===== src/rtl/serial_add_seq.sv =====
// Sequencer for a downstream bit-serial adder: accepts an operand pair, pulses load,
// shifts WIDTH cycles, captures the sum and holds it until the consumer takes it.
module serial_add_seq #(
    parameter int unsigned WIDTH = 4
) (
    input  logic             clk,
    input  logic             reset,
    input  logic             in_valid,
    output logic             in_ready,
    input  logic [WIDTH-1:0] in_a,
    input  logic [WIDTH-1:0] in_b,
    output logic             add_load,
    output logic             add_shift,
    output logic [WIDTH-1:0] add_a,
    output logic [WIDTH-1:0] add_b,
    input  logic [WIDTH-1:0] add_sum,
    output logic             out_valid,
    input  logic             out_ready,
    output logic [WIDTH-1:0] out_sum,
    output logic [7:0]       done_cnt
);

    // Counter only needs to reach WIDTH-1; keep at least one bit for WIDTH=1.
    localparam int unsigned CntW = (WIDTH > 1) ? $clog2(WIDTH) : 1;
    localparam logic [CntW-1:0] CntLast = CntW'(WIDTH - 1);

    typedef enum logic [2:0] {
        StIdle,
        StLoad,
        StShift,
        StCapture,
        StHold
    } state_e;

    state_e          state_q, state_d;
    logic [CntW-1:0] cnt_q, cnt_d;
    logic [WIDTH-1:0] a_q, a_d;
    logic [WIDTH-1:0] b_q, b_d;
    logic [WIDTH-1:0] sum_q, sum_d;
    logic [7:0]       done_q, done_d;

    // State and datapath registers; reset aborts any operation in flight.
    always_ff @(posedge clk or negedge reset) begin
        if (!reset) begin
            state_q <= StIdle;
            cnt_q   <= '0;
            a_q     <= '0;
            b_q     <= '0;
            sum_q   <= '0;
            done_q  <= '0;
        end else begin
            state_q <= state_d;
            cnt_q   <= cnt_d;
            a_q     <= a_d;
            b_q     <= b_d;
            sum_q   <= sum_d;
            done_q  <= done_d;
        end
    end

    // Next-state, datapath updates and state-decoded strobes.
    always_comb begin
        state_d   = state_q;
        cnt_d     = cnt_q;
        a_d       = a_q;
        b_d       = b_q;
        sum_d     = sum_q;
        done_d    = done_q;
        in_ready  = 1'b0;
        add_load  = 1'b0;
        add_shift = 1'b0;
        out_valid = 1'b0;

        unique case (state_q)
            StIdle: begin
                in_ready = 1'b1;
                if (in_valid) begin
                    a_d     = in_a;
                    b_d     = in_b;
                    state_d = StLoad;
                end
            end
            StLoad: begin
                add_load = 1'b1;
                cnt_d    = '0;
                state_d  = StShift;
            end
            StShift: begin
                add_shift = 1'b1;
                if (cnt_q == CntLast) begin
                    cnt_d   = '0;
                    state_d = StCapture;
                end else begin
                    cnt_d = cnt_q + 1'b1;
                end
            end
            StCapture: begin
                // Adder has completed all WIDTH shifts; carry-out is not kept.
                sum_d   = add_sum;
                done_d  = done_q + 8'd1;
                state_d = StHold;
            end
            StHold: begin
                out_valid = 1'b1;
                if (out_ready) begin
                    state_d = StIdle;
                end
            end
            default: begin
                state_d = StIdle;
            end
        endcase
    end

    assign add_a    = a_q;
    assign add_b    = b_q;
    assign out_sum  = sum_q;
    assign done_cnt = done_q;

endmodule


===== config.mk =====
export PLATFORM = sky130hd
export DESIGN_NAME = serial_add_seq
export DESIGN_NICKNAME = d
export VERILOG_FILES = /design/src/rtl/serial_add_seq.sv
export SDC_FILE = /design/constraint.sdc
export NUM_CORES = 1
export LEC_CHECK = 0
export ABC_AREA = 0
export CAP_MARGIN = 10
export CORE_UTILIZATION = 43
export CTS_BUF_LIST = sky130_fd_sc_hd__clkbuf_16
export DETAILED_ROUTE_END_ITERATION = 10
export GPL_ROUTABILITY_DRIVEN = 0
export GPL_TIMING_DRIVEN = 0
export MAX_ROUTING_LAYER = met4
export PLACE_DENSITY = 0.78
export SLEW_MARGIN = 20
export SYNTH_ARGS = -nofsm -noshare
export SYNTH_HDL_FRONTEND = slang
export SYNTH_SLANG_ARGS = --single-unit

===== constraint.sdc =====
create_clock -name clk -period 1.6 [get_ports clk]
set_input_delay 0.16 -clock clk [delete_from_list [all_inputs] [get_ports clk]]
set_output_delay 0.16 -clock clk [all_outputs]
set_load 0.01 [all_outputs]

==> results of run 1 <==
[area by class of cell]
class | count | area (um^2)
clock inverter | 1 | 7.51
fill | 181 | 682
tap | 28 | 35.0
sequential | 25 | 628
timing repair buffer | 41 | 398
buffer | 3 | 21.3
inverter | 2 | 7.51
clock buffer | 3 | 75.1
multi-input combinational | 57 | 443
[worst max-delay path by stage]
stage,from,end,slack (ns)
global placement,state_q[1]$_DFFE_PN0P_,out_valid,0.06
finish,state_q[1]$_DFFE_PN0P_,add_load,0.14
CTS,state_q[1]$_DFFE_PN0P_,add_load,0.13
global route,state_q[1]$_DFFE_PN0P_,add_load,0.05
detailed placement,state_q[2]$_DFFE_PN0P_,out_valid,0.07
floorplan,state_q[1]$_DFFE_PN0P_,add_a[0]$_DFFE_PN0P_,0.13
[power breakdown]
group / internal, mW / switching [mW]
clock network: 0.339 / 0.212
registers: 0.903 / 0.222
logic: 0.863 / 0.535
[logic make-up (layout without fill, tap and decap cells)]
group	count (synthesis)	count (layout)	share of synthesized area, %
fa+ha+maj	2	2	2.30
buf+inv	5	50	2.65
compound gates	3	3	2.30
simple gates	36	36	17.5
flops	25	25	57.6
xor+xnor	7	7	5.65
mux	9	9	12.0
[state kept, by name, indices dropped and copies added, names as in the netlist]
register  cells
add_a         4
done_cnt      8
state_q       3
cnt_q         2
add_b         4
out_sum       4
[placed cells by master, fill, tap and decap left out]
master           synthesis  final
nand4_1                  2      2
mux2_4                   8      8
ha_1                     2      2
nor2_1                   3      3
dfrtp_2                  0      2
clkdlybuf4s50_1          0     34
clkbuf_16                0      3
a22o_1                   2      2
nand2_1                 19     19
xor2_1                   3      3
buf_6                    1      1
inv_1                    2      2
nor3b_2                  2      2
buf_2                    2      3
nor3b_4                  0      1
xnor2_1                  4      4
or2_1                    1      1
nor3_1                   3      3
dfrtp_1                 25     23
dlygate4sd3_1            0      1
a21o_1                   1      1
mux2i_1                  1      1
and2_1                   1      1
buf_4                    0      1
nand4b_1                 1      1
nand3b_1                 1      1
and3b_1                  1      1
nor3_2                   1      1
dlygate4sd2_1            0      4
clkinvlp_4               0      1
[routing by layer]
metal	GRT usage [%]	vias up
met5	-	-
met4	7.89	0
met3	3.48	4
met2	29.9	33
met1	22.2	362
li1	-	379
[timing repair]
| item | in CTS | in global routing |
|---|---|---|
| buffers inserted | 1 | 0 |
| setup endpoints to repair | 4 | 0 |
| endpoints found under the hold margin | 0 | 25 |
| resized for setup | 8 | 0 |
| hold buffers | 0 | 1 |
[metrics by stage]
step                worst slack (ns)  hold WS [ns]  utilization [%]  power [mW]
global placement              0.0587         0.455             65.8        2.50
detailed placement            0.0750         0.459             65.8        2.54
floorplan                      0.131        -0.136                -        1.85
CTS                            0.130         0.426             70.1        3.12
global route                  0.0537         0.452             70.3        3.29
finish                         0.144         0.408             70.3        3.07
==> metrics.md, run 1 <==
| Metric | Value |
|---|---|
| R2R depth | `5` |
| Pwr dens | `1900 nW/um^2` |
| Critical Path Source Type | `flop` |
| Crit. End Element | `primary output` |
| Clk slew on worst S/H paths | `0.06 ns` |
| First-pass GRT wire length | `3.47 mm` |
| Most frequent cell after synthesis | `dfrtp_1` |
| Area grow syn2layout | `48.7%` |
| Max incr delay on CP | `0.35 ns` |
| Setup CP Type | `flop to primary output` |
| WL final | `2.03 mm` |
| Critical-path maximum fanout | `8` |
| Fmax | `687 MHz` |
| Initial Util | `47.3%` |
| Total Neg Setup Slack | `0 ns` |
| WL/cell | `12.7 um` |
| Initial antenna violation count | `0` |
| Clock latency on the worst-skew pair | `0.26 ns` |
| Worst slew pin tran | `0.528 ns` |
| Ys async rst share | `100%` |
| Share of cells above drive strength 1 | `17.4%` |
| Design Area, Final | `1620 um^2` |
| Pin count of the biggest net entering global routing | `26` |
| I/O pins | `40` |
| Finished Layout Cells | `160` |
| Worst path slowest cell | `dfrtp_1` |
| Top layer in use | `met4` |
| Hold Path Class | `input port to async pin` |
| DIE HEIGHT | `52.3 um` |
| Yosys reg bits | `25` |
| Syn Inst Count | `87` |
| Worst EP required | `1.44 ns` |
| DRC | `0` |
| CTS tree | `done` |
| Final worst-path cycle share | `91.0%` |
| # setup viols final | `0` |
| Core area | `2300 um^2` |
| Vias in the first global route | `767` |
| Synth Flop Type | `dfrtp_1` |
| FF-to-FF Start | `state_q[1]$_DFFE_PN0P_` |
| Met3 routed WL | `169 um` |
| Final antenna-violating net count | `0` |
| Top cells by count, synth | `dfrtp_1 (25), nand2_1 (19), mux2_4 (8)` |
| Number of flops mapped to enable cells by yosys | `0` |
| Syn avg cell area | `12.5 um^2` |
| Number of buffers created by CTS | `3` |
| GR Overflow Total | `0` |
| Worst Skew | `0.00519 ns` |
| Pleak | `0.760 nW` |
| Slew Limit Fails | `0` |
| Synth top area share | `57.6%` |
| # clock sinks | `25` |
| Peak VDD IR | `1.31 mV` |
| Via density | `4.86` |
| RSZ-0062 raised after global routing | `no` |
| Die Area | `2730 um^2` |
| Post-synth cell types | `23` |
| Stages on the worst setup path | `3` |
| H-tree levels | `1` |
| WL met1 | `903 um` |
| Rows | `17` |
| DRT iter0 DRCs | `8` |
| DP Cell Count | `154` |
| WP data arrival | `1.30 ns` |
| Detailed Routing Iterations Pass 1 | `4` |
| Via count | `778` |
| Seq/Total Area, Yosys | `57.6%` |
| Detail Placement HPWL | `1.50 mm` |
| Die Wd | `52.3 um` |
| Max_cap viols | `0` |
| Worst path bufs/invs | `2` |
| CP Cell Sequence | `buf_2 > nor3b_2 > dlygate4sd2_1` |
| Delay-heaviest family, CP | `buffers and inverters` |
| Final Hold Violating Endpoints | `0` |
| Synth area leader | `dfrtp_1` |
| FF-to-FF setup slack | `0.17 ns` |
| Status | `finished, final reports clean` |
| IO buf count | `39` |
| Antenna Cells | `0` |
| Synth top area cells | `dfrtp_1 (58%), mux2_4 (11%), nand2_1 (6.6%)` |
| Syn nets | `105` |
| Placed instance area | `1510 um^2` |
| Min cycle time layout | `1.46 ns` |
| Root Buffer | `clkbuf_16` |
| Layout net count | `151` |
| Mapped Area | `1090 um^2` |
| Gr usage total | `18.3%` |
| Synth warn | `0` |
| RR Endpoint | `add_a[3]$_DFFE_PN0P_` |
| Slew Limit Headroom | `64.8%` |
| Routed wire length on met2 | `918 um` |
| Clock Tree Buf Depth | `2` |
No activity file was read; power rests on OpenSTA's default activity.
==> inputs of run 2 (changes only) <==
--- a/config.mk
+++ b/config.mk
@@ -7,13 +7,13 @@
 export LEC_CHECK = 0
 export ABC_AREA = 0
 export CAP_MARGIN = 10
-export CORE_UTILIZATION = 43
+export CORE_UTILIZATION = 47
 export CTS_BUF_LIST = sky130_fd_sc_hd__clkbuf_16
 export DETAILED_ROUTE_END_ITERATION = 10
+export DONT_BUFFER_PORTS = 1
 export GPL_ROUTABILITY_DRIVEN = 0
 export GPL_TIMING_DRIVEN = 0
 export MAX_ROUTING_LAYER = met4
-export PLACE_DENSITY = 0.78
 export SLEW_MARGIN = 20
 export SYNTH_ARGS = -nofsm -noshare
 export SYNTH_HDL_FRONTEND = slang
==> run 2 against run 1 <==
Critical path depth up 1. Wire length is 11% lower. Clock power down 2%. Fmax shrank 4.5%. Global-route usage down 2.4 points. Via count down 18%. Non-clock buffer count fell by 39. Largest cell class unchanged. Clock-buffer cell count is the same. Clock skew down 0.0024 ns. Sequential share of layout area increased by 12 points. Register-to-register slack worse by 0.09 ns. First-iteration DRC count down 25%.
==> metrics.md, run 2 (same netlist as run 1, synthesis figures left out) <==
| Metric | Value |
|---|---|
| Crit path from | `state_q[0]$_DFFE_PN0P_` |
| Vias in the first global route | `614` |
| Max FFs per register | `8` |
| Final WS setup | `0.0752 ns` |
| Pwr Total | `2.57 mW` |
| Via density | `5.28` |
| Rows | `17` |
| Worst Skew | `0.00282 ns` |
| Slew Limit Fails | `0` |
| IO buf count | `0` |
| CTS tree | `done` |
| RSZ-0062 raised after global routing | `no` |
| Die Wd | `50.1 um` |
| Multi-input logic area | `438 um^2` |
| Clk slew on worst S/H paths | `0.06 ns` |
| FF+latch area | `626 um^2` |
| Share of cells above drive strength 1 | `20.4%` |
| GR Overflow Total | `0` |
| Max_cap viols | `0` |
| Routed wire length on met2 | `842 um` |
| Gr usage total | `15.9%` |
| Hold Path Class | `input port to flop` |
| First-pass GRT wire length | `2.84 mm` |
| Clock Tree Buf Depth | `2` |
| Min cycle time layout | `1.52 ns` |
| Peak VDD IR | `0.922 mV` |
| Crit. End Element | `flop` |
| Min-Delay Startpoint | `add_sum[1]` |
| Clock latency on the worst-skew pair | `0.25 ns` |
| WP data arrival | `1.66 ns` |
| H-tree levels | `1` |
| Area grow syn2layout | `13.9%` |
| Worst slew pin tran | `0.487 ns` |
| Critical Path Source Type | `flop` |
| Pwr dens | `2080 nW/um^2` |
| WL met1 | `800 um` |
| Most common cell after layout, fill and taps aside | `dfrtp_1` |
| Status | `finished, final reports clean` |
| Total Neg Setup Slack | `0 ns` |
| CP Cell Sequence | `nor3_4 > and2_1 > buf_6 > mux2_4` |
| DIE HEIGHT | `50.1 um` |
| Detail Placement HPWL | `1.24 mm` |
| Worst path bufs/invs | `1` |
| Pleak | `0.609 nW` |
| WL/cell | `14.9 um` |
| DRT iter0 DRCs | `6` |
| Initial Util | `49.6%` |
| Pre-CTS setup slack | `0.0239 ns` |
| Worst EP required | `1.74 ns` |
| Critical-path maximum fanout | `8` |
| Setup CP Type | `flop to flop` |
| Final worst-path cycle share | `95.3%` |
| Met3 routed WL | `144 um` |
| Die Area | `2510 um^2` |
| DRC | `0` |
| Via count | `639` |
| Delay-heaviest family, CP | `flip-flops` |
| Core area | `2190 um^2` |
| Pin count of the biggest net entering global routing | `26` |
| # setup viols final | `0` |
| Most frequent cells in the layout | `dfrtp_1 (25), nand2_1 (19), mux2_4 (8), xnor2_1 (4)` |
| WL final | `1.80 mm` |
| I/O pins | `40` |
| Final antenna-violating net count | `0` |
| FF-to-FF setup slack | `0.08 ns` |
| # clock sinks | `25` |
| Final Hold Violating Endpoints | `0` |
| Number of buffers created by CTS | `3` |
| Slew Limit Headroom | `67.5%` |
| Detailed Routing Iterations Pass 1 | `3` |
| FF-to-FF Start | `state_q[0]$_DFFE_PN0P_` |
| Max incr delay on CP | `0.48 ns` |
| Antenna Cells | `0` |
| Root Buffer | `clkbuf_16` |
| Worst path slowest cell | `dfrtp_1` |
| Fill count | `194` |
| Top layer in use | `met4` |
| Initial antenna violation count | `0` |
| Layout net count | `112` |
| Fmax | `656 MHz` |
[run 2: cell types whose count changed in the layout (fill, tap and decap cells not counted), moves of 2 or more]
cell             previous run  this run
clkdlybuf4s50_1            34         0
dfrtp_2                     2         0
dfrtp_1                    23        25
dlygate4sd2_1               4         0
[run 2: final cells by class]
cell class | count | area share (%)
Sequential cell | 25 | 50.6
Multi-Input combinational cell | 57 | 35.4
Clock buffer | 3 | 6.07
Tap cell | 28 | 2.83
Timing Repair Buffer | 2 | 2.43
Buffer | 3 | 1.72
Inverter | 2 | 0.607
Clock inverter | 1 | 0.404
[run 2: metal layers]
metal	track usage (%)	vias up
met4	5.71	0
li1	-	300
met2	23.8	28
met1	19.7	309
met3	5.56	2
met5	-	-
[run 2: where the power goes]
part           switching [mW]  internal, mW  leakage, nW
clock network           0.202         0.336       0.0409
registers               0.352         0.899        0.314
logic                   0.344         0.436        0.254
total                   0.899          1.67        0.609
[run 2: stage by stage]
| stage | hold slack (ns) | std cells | utilization (%) | instance area (um^2) |
|---|---|---|---|---|
| 2_1_floorplan | -0.136 | 87 | - | 1090 |
| 3_3_place_gp | -0.135 | 115 | 51.2 | 1120 |
| 3_5_place_dp | -0.135 | 115 | 51.2 | 1120 |
| 4_1_cts | 0.00461 | 121 | 56.2 | 1230 |
| 5_1_grt | 0.00653 | 121 | 56.5 | 1240 |
| 6_report | 0.00687 | 121 | 56.5 | 1240 |
[run 2: worst paths after layout]
kind                                                 to  cells after the start
worst max register to register     add_b[2]$_DFFE_PN0P_                      4
max in group asynchronous          cnt_q[0]$_DFFE_PN0P_                      2
worst min-delay path             out_sum[1]$_DFFE_PN0P_                      2
min in group asynchronous       done_cnt[5]$_DFFE_PN0P_                      2
worst max-delay path               add_b[2]$_DFFE_PN0P_                      4
worst min register to register     cnt_q[1]$_DFFE_PN0P_                      1
[run 2: repair_timing]
action / CTS / global route
buffers inserted: 0 / 0
hold buffers: 2 / 0
resized for setup: 0 / 1
hold endpoints to repair: 25 / 0
setup endpoints to repair: 0 / 8
==> RTL edit 1 (flow settings as in run 2) <==
The 5 states of `state_e` get a one-hot encoding in 5 bits.
--- a/src/rtl/serial_add_seq.sv
+++ b/src/rtl/serial_add_seq.sv
@@ -24,12 +24,12 @@
     localparam int unsigned CntW = (WIDTH > 1) ? $clog2(WIDTH) : 1;
     localparam logic [CntW-1:0] CntLast = CntW'(WIDTH - 1);
 
-    typedef enum logic [2:0] {
-        StIdle,
-        StLoad,
-        StShift,
-        StCapture,
-        StHold
+    typedef enum logic [4:0] {
+        StIdle    = 5'b00001,
+        StLoad    = 5'b00010,
+        StShift   = 5'b00100,
+        StCapture = 5'b01000,
+        StHold    = 5'b10000
     } state_e;
 
     state_e          state_q, state_d;
Function: same outputs for any inputs over 10 cycles, from zero or initial values and one cycle with reset low; not proved beyond that.
==> RTL edit 1 against run 2 <==
Sequential cell count up 2; cell area up 17%; worst setup slack better by 1.3 ps; wire length up 20%; total power down 12%; clock power up 5.6%; register-to-register slack better by 90 ps; area after synthesis up 18%; fmax about the same; largest cell class unchanged.
==> RTL edit 1: results (changes against run 2) <==
status completed (unchanged); switching share of power 32.29% (was 34.97%); Final Non-Filler Cells 135 (was 121); Leak Pwr 0.6350 nW (was 0.6090 nW); WP data arrival 1360 ps (was 1660 ps); Layout Skew 1.174 ps (was 2.824 ps); first-pass GRT wire length 3422 um (was 2842 um); Final #Nets 124 (was 112); vias 770 (was 639); hpwl dp 1531 um (was 1239 um); GRT Overall Usage 17.23% (was 15.90%); Worst path top cell family by delay simple AND/OR/NAND/NOR gates (was flip-flops); Pre-antenna DRT Iters 2 (was 3); largest net degree at the start of global routing 28 (was 26); DR iter-0 viols 9 (was 6); final WL 2163 um (was 1801 um); layout cell share with drive strength beyond 1 32.38% (was 20.43%); maximum VDD drop 917.8 uV (was 922.3 uV); Post-Syn Instances 97 (was 87); Crit Path Max Fanout 9 (was 8); Synth cell types 35 (was 23); dpl ws 165.8 ps (was 23.93 ps); number of global-route vias before repair 789 (was 614); sequential share of power 46.3% (was 48.7%); # fillers 224 (was 194); crit path launch type flop (unchanged); flip-flop count of the largest register after layout 8 (unchanged); Cells after DPL 127 (was 115); top post-synthesis cells by count 26 x dfrtp_1, 13 x mux2_2, 7 x xnor2_1, 4 x a22o_1 (was 25 x dfrtp_1, 19 x nand2_1, 8 x mux2_4, 4 x xnor2_1); CP max stage cell dfstp_2 (was dfrtp_1); dominant cells by area after synthesis dfrtp_1 51%, mux2_2 11%, xnor2_1 4.8%, a22o_1 2.7%, dfstp_2 2.1% (was dfrtp_1 58%, mux2_4 11%, nand2_1 6.6%, xnor2_1 3.2%, xor2_1 2.4%); Comb pwr share 28.6% (was 30.4%); Worst Tran Pin Value 330.3 ps (was 486.8 ps)
RTL edit 1: changes by cell type in the layout (fill, tap and decap cells not counted), sizes merged, moves of 2 or more:
| cell | before | now |
|---|---|---|
| o21ai | 0 | 2 |
| xor2 | 3 | 0 |
| mux2 | 8 | 13 |
| nand3 | 0 | 5 |
| buf | 4 | 6 |
| a22o | 2 | 4 |
| and4bb | 0 | 2 |
| xnor2 | 4 | 7 |
| nor2b | 0 | 3 |
| nand2 | 19 | 2 |
RTL edit 1: final cells by class:
class / count / area [sq um] / share of cell area [%]
Sequential cell: 27 / 676.9 / 46.56
Clock inverter: 1 / 7.507 / 0.5164
Multi-Input combinational cell: 64 / 576.8 / 39.67
Inverter: 2 / 7.507 / 0.5164
Buffer: 3 / 17.52 / 1.205
Tap cell: 30 / 37.54 / 2.582
Timing Repair Buffer: 5 / 55.05 / 3.787
Clock buffer: 3 / 75.07 / 5.164
RTL edit 1: logic make-up after synthesis:
family	share of synthesized area, %
muxes	13.00
AOI/OAI and AO/OA	4.984
buffers and inverters	2.835
DFF	52.88
xor gates and xnor gates	4.790
adders and majority gates	1.955
and+or+nand+nor	19.55
RTL edit 1: through the flow:
step                      area [sq um]  hold WS (ps)  power [W]
after floorplan                   1280        -135.6   0.001572
after global placement            1318        -135.0   0.001671
after detailed placement          1318        -134.9   0.001691
after CTS                         1460         41.44   0.002293
after global routing              1454         35.10   0.002415
final                             1454         44.52   0.002265
RTL edit 1: layer usage:
| metal | share of wire, % | wire length [um] | up-vias | GRT usage [%] |
|---|---|---|---|---|
| met3 | 5.5 | 118 | 4 | 3.107 |
| met2 | 47 | 1020 | 27 | 27.24 |
| met5 | 0 | 0 | - | - |
| met4 | 1.8 | 40 | 0 | 9.402 |
| li1 | - | - | 365 | - |
| met1 | 45 | 984 | 374 | 20.65 |
RTL edit 1: timing repair:
action | in CTS | in global routing
gates cloned | 0 | 0
endpoints found under the hold margin | 28 | 0
buffers inserted | 2 | 0
setup endpoints to repair | 2 | 2
pin swaps | 2 | 2
hold buffers | 3 | 0
resized for setup | 1 | 1
RTL edit 1: worst paths after layout:
check                                         from                 endpoint  slack (ps)  cells after the start
min                                     add_sum[3]   out_sum[3]$_DFFE_PN0P_          40                      1
min reg2reg                done_cnt[7]$_DFFE_PN0P_  done_cnt[7]$_DFFE_PN0P_         530                      1
max                         state_q[0]$_DFFE_PN1P_                add_shift          80                      2
max reg2reg                 state_q[0]$_DFFE_PN1P_     add_a[0]$_DFFE_PN0P_         170                      3
min in group asynchronous                    reset   state_q[3]$_DFFE_PN0P_         350                      2
max in group asynchronous                    reset   state_q[0]$_DFFE_PN1P_        1030                      2
==> RTL edit 2 (flow settings as in run 2) <==
Made on the original files. The parameter `WIDTH` goes from 4 to 8.
--- a/src/rtl/serial_add_seq.sv
+++ b/src/rtl/serial_add_seq.sv
@@ -1,7 +1,7 @@
 // Sequencer for a downstream bit-serial adder: accepts an operand pair, pulses load,
 // shifts WIDTH cycles, captures the sum and holds it until the consumer takes it.
 module serial_add_seq #(
-    parameter int unsigned WIDTH = 4
+    parameter int unsigned WIDTH = 8
 ) (
     input  logic             clk,
     input  logic             reset,
Ports: changed (6 resized); port bits go from 40 to 64. No check against the original RTL was run, so the function may have changed too.
==> RTL edit 2 against run 2 <==
Total power grew 58%; synthesized cell count grew 22%; die area grew 43%; worst setup slack lost 28 ps; wire length grew 44%; sequential cell count grew 13; area after synthesis grew 45%; cell area grew 55%; highest routed layer unchanged.
==> RTL edit 2: results (changes against run 2) <==
status completed (unchanged); initial antenna violation count 0 (unchanged); GRT Overall Usage 15.93% (was 15.90%); Reg-to-Reg Start state_q[1]$_DFFE_PN0P_ (was state_q[0]$_DFFE_PN0P_); top post-synthesis cells by count 38 x dfrtp_1, 15 x mux2_2, 10 x mux2_4, 5 x nor2_1 (was 25 x dfrtp_1, 19 x nand2_1, 8 x mux2_4, 4 x xnor2_1); Pre-antenna DRT Iters 2 (was 3); final WL 2596 um (was 1801 um); vias per inst 5.275 (was 5.281); CTS Buffer Depth 2 (unchanged); layout cell share with drive strength beyond 1 40.65% (was 20.43%); maximum VDD drop 976.9 uV (was 922.3 uV); Worst-Skew Late Latency 270 ps (was 250 ps); first-pass GRT wire length 3884 um (was 2842 um); Synthesis Warnings 0 (unchanged); WP data arrival 1710 ps (was 1660 ps); Final #Nets 155 (was 112); Worst Min Path Start in_a[0] (was add_sum[1]); routed len/inst 15.54 um (was 14.88 um); WHS 35.18 ps (was 6.867 ps); number of global-route vias before repair 872 (was 614); hpwl dp 1824 um (was 1239 um); Synth cell types 25 (was 23); Num CTS Buffers 5 (was 3); register area share after synthesis 60.46% (was 57.60%); HP Class input pin to flop (unchanged); Cells after DPL 150 (was 115); kind of critical path flop to flop (unchanged); Mapped Nets 137 (was 105); Leak Pwr 0.8923 nW (was 0.6090 nW); largest net degree at the start of global routing 39 (was 26); Clock Pin Slew Worst Setup and Hold Paths 50 ps; Layout Skew 4.040 ps (was 2.824 ps); H-tree levels 2 (was 1); Post-synth ARST share 100.0% (unchanged); synthesized area per cell 14.84 sq um (was 12.48 sq um); ant diodes 0 (unchanged); register-to-register setup slack 50 ps (was 80 ps); worst rel slew slack 77.74% (was 67.47%); Port Buffers 0 (unchanged); DR iter-0 viols 32 (was 6); Crit Path Max Fanout 6 (was 8); cell area after placement 1634 sq um (was 1121 sq um); Max-Cap Viols 0 (unchanged); dominant cells by area after synthesis dfrtp_1 60%, mux2_2 11%, mux2_4 9.5%, ha_1 2.4%, xor2_1 2.2% (was dfrtp_1 58%, mux2_4 11%, nand2_1 6.6%, xnor2_1 3.2%, xor2_1 2.4%)
-- RTL edit 2: layer usage --
metal	wire length, um	track usage [%]
met5	0	-
met4	44	7.973
met3	260	8.009
met2	1251	24.44
met1	1038	16.90
-- RTL edit 2: path summary, 6_finish.rpt --
path                                          end  cells after the start
min in group asynchronous    add_a[1]$_DFFE_PN0P_                      2
max in group asynchronous  state_q[1]$_DFFE_PN0P_                      2
min reg2reg                  cnt_q[1]$_DFFE_PN0P_                      1
max                          add_b[6]$_DFFE_PN0P_                      4
min                          add_a[0]$_DFFE_PN0P_                      1
max reg2reg                  add_b[6]$_DFFE_PN0P_                      4
-- RTL edit 2: final cells by class --
type	instances	area, sq um
fill	255	1182
clock buffer	5	125.1
clock inverter	1	3.754
sequential	38	954.7
buffer	2	27.53
timing repair buffer	13	145.1
inverter	4	15.01
tap	44	55.05
multi-input combinational	60	594.3
-- RTL edit 2: through the flow --
step	TNS, ps	setup slack, ps
finish	0	47.13
global route	-10.76	-2.951
CTS	-2.711	-2.711
detailed placement	-1136	-118.8
global placement	-826.5	-84.69
floorplan	0	27.78
-- RTL edit 2: logic make-up after synthesis --
| kind of cell | share of synthesized area, % |
|---|---|
| compound gates | 1.989 |
| xor+xnor | 3.898 |
| fa+ha+maj | 2.387 |
| buf+inv | 3.022 |
| flops | 60.46 |
| mux | 20.92 |
| simple gates | 7.320 |
-- RTL edit 2: worst max-delay path, stage by stage, from the launching register on --
cell	delay [ps]
dfrtp_2	450
nor3_4	280
and2_4	260
clkbuf_16	160
mux2_4	290
-- RTL edit 2: power by group --
| group | switching (W) | internal, W | total, W |
|---|---|---|---|
| registers | 0.000516 | 0.00140 | 0.00191 |
| clock network | 0.000304 | 0.000551 | 0.000855 |
| logic | 0.000464 | 0.000834 | 0.00130 |
-- RTL edit 2: repair_timing --
item	4_1_cts	5_1_grt
buffers inserted	4	5
pin swaps	1	2
resized for setup	5	4
hold buffers	3	0
endpoints found under the hold margin	39	0
gates cloned	0	1
endpoints found under the setup margin	10	13
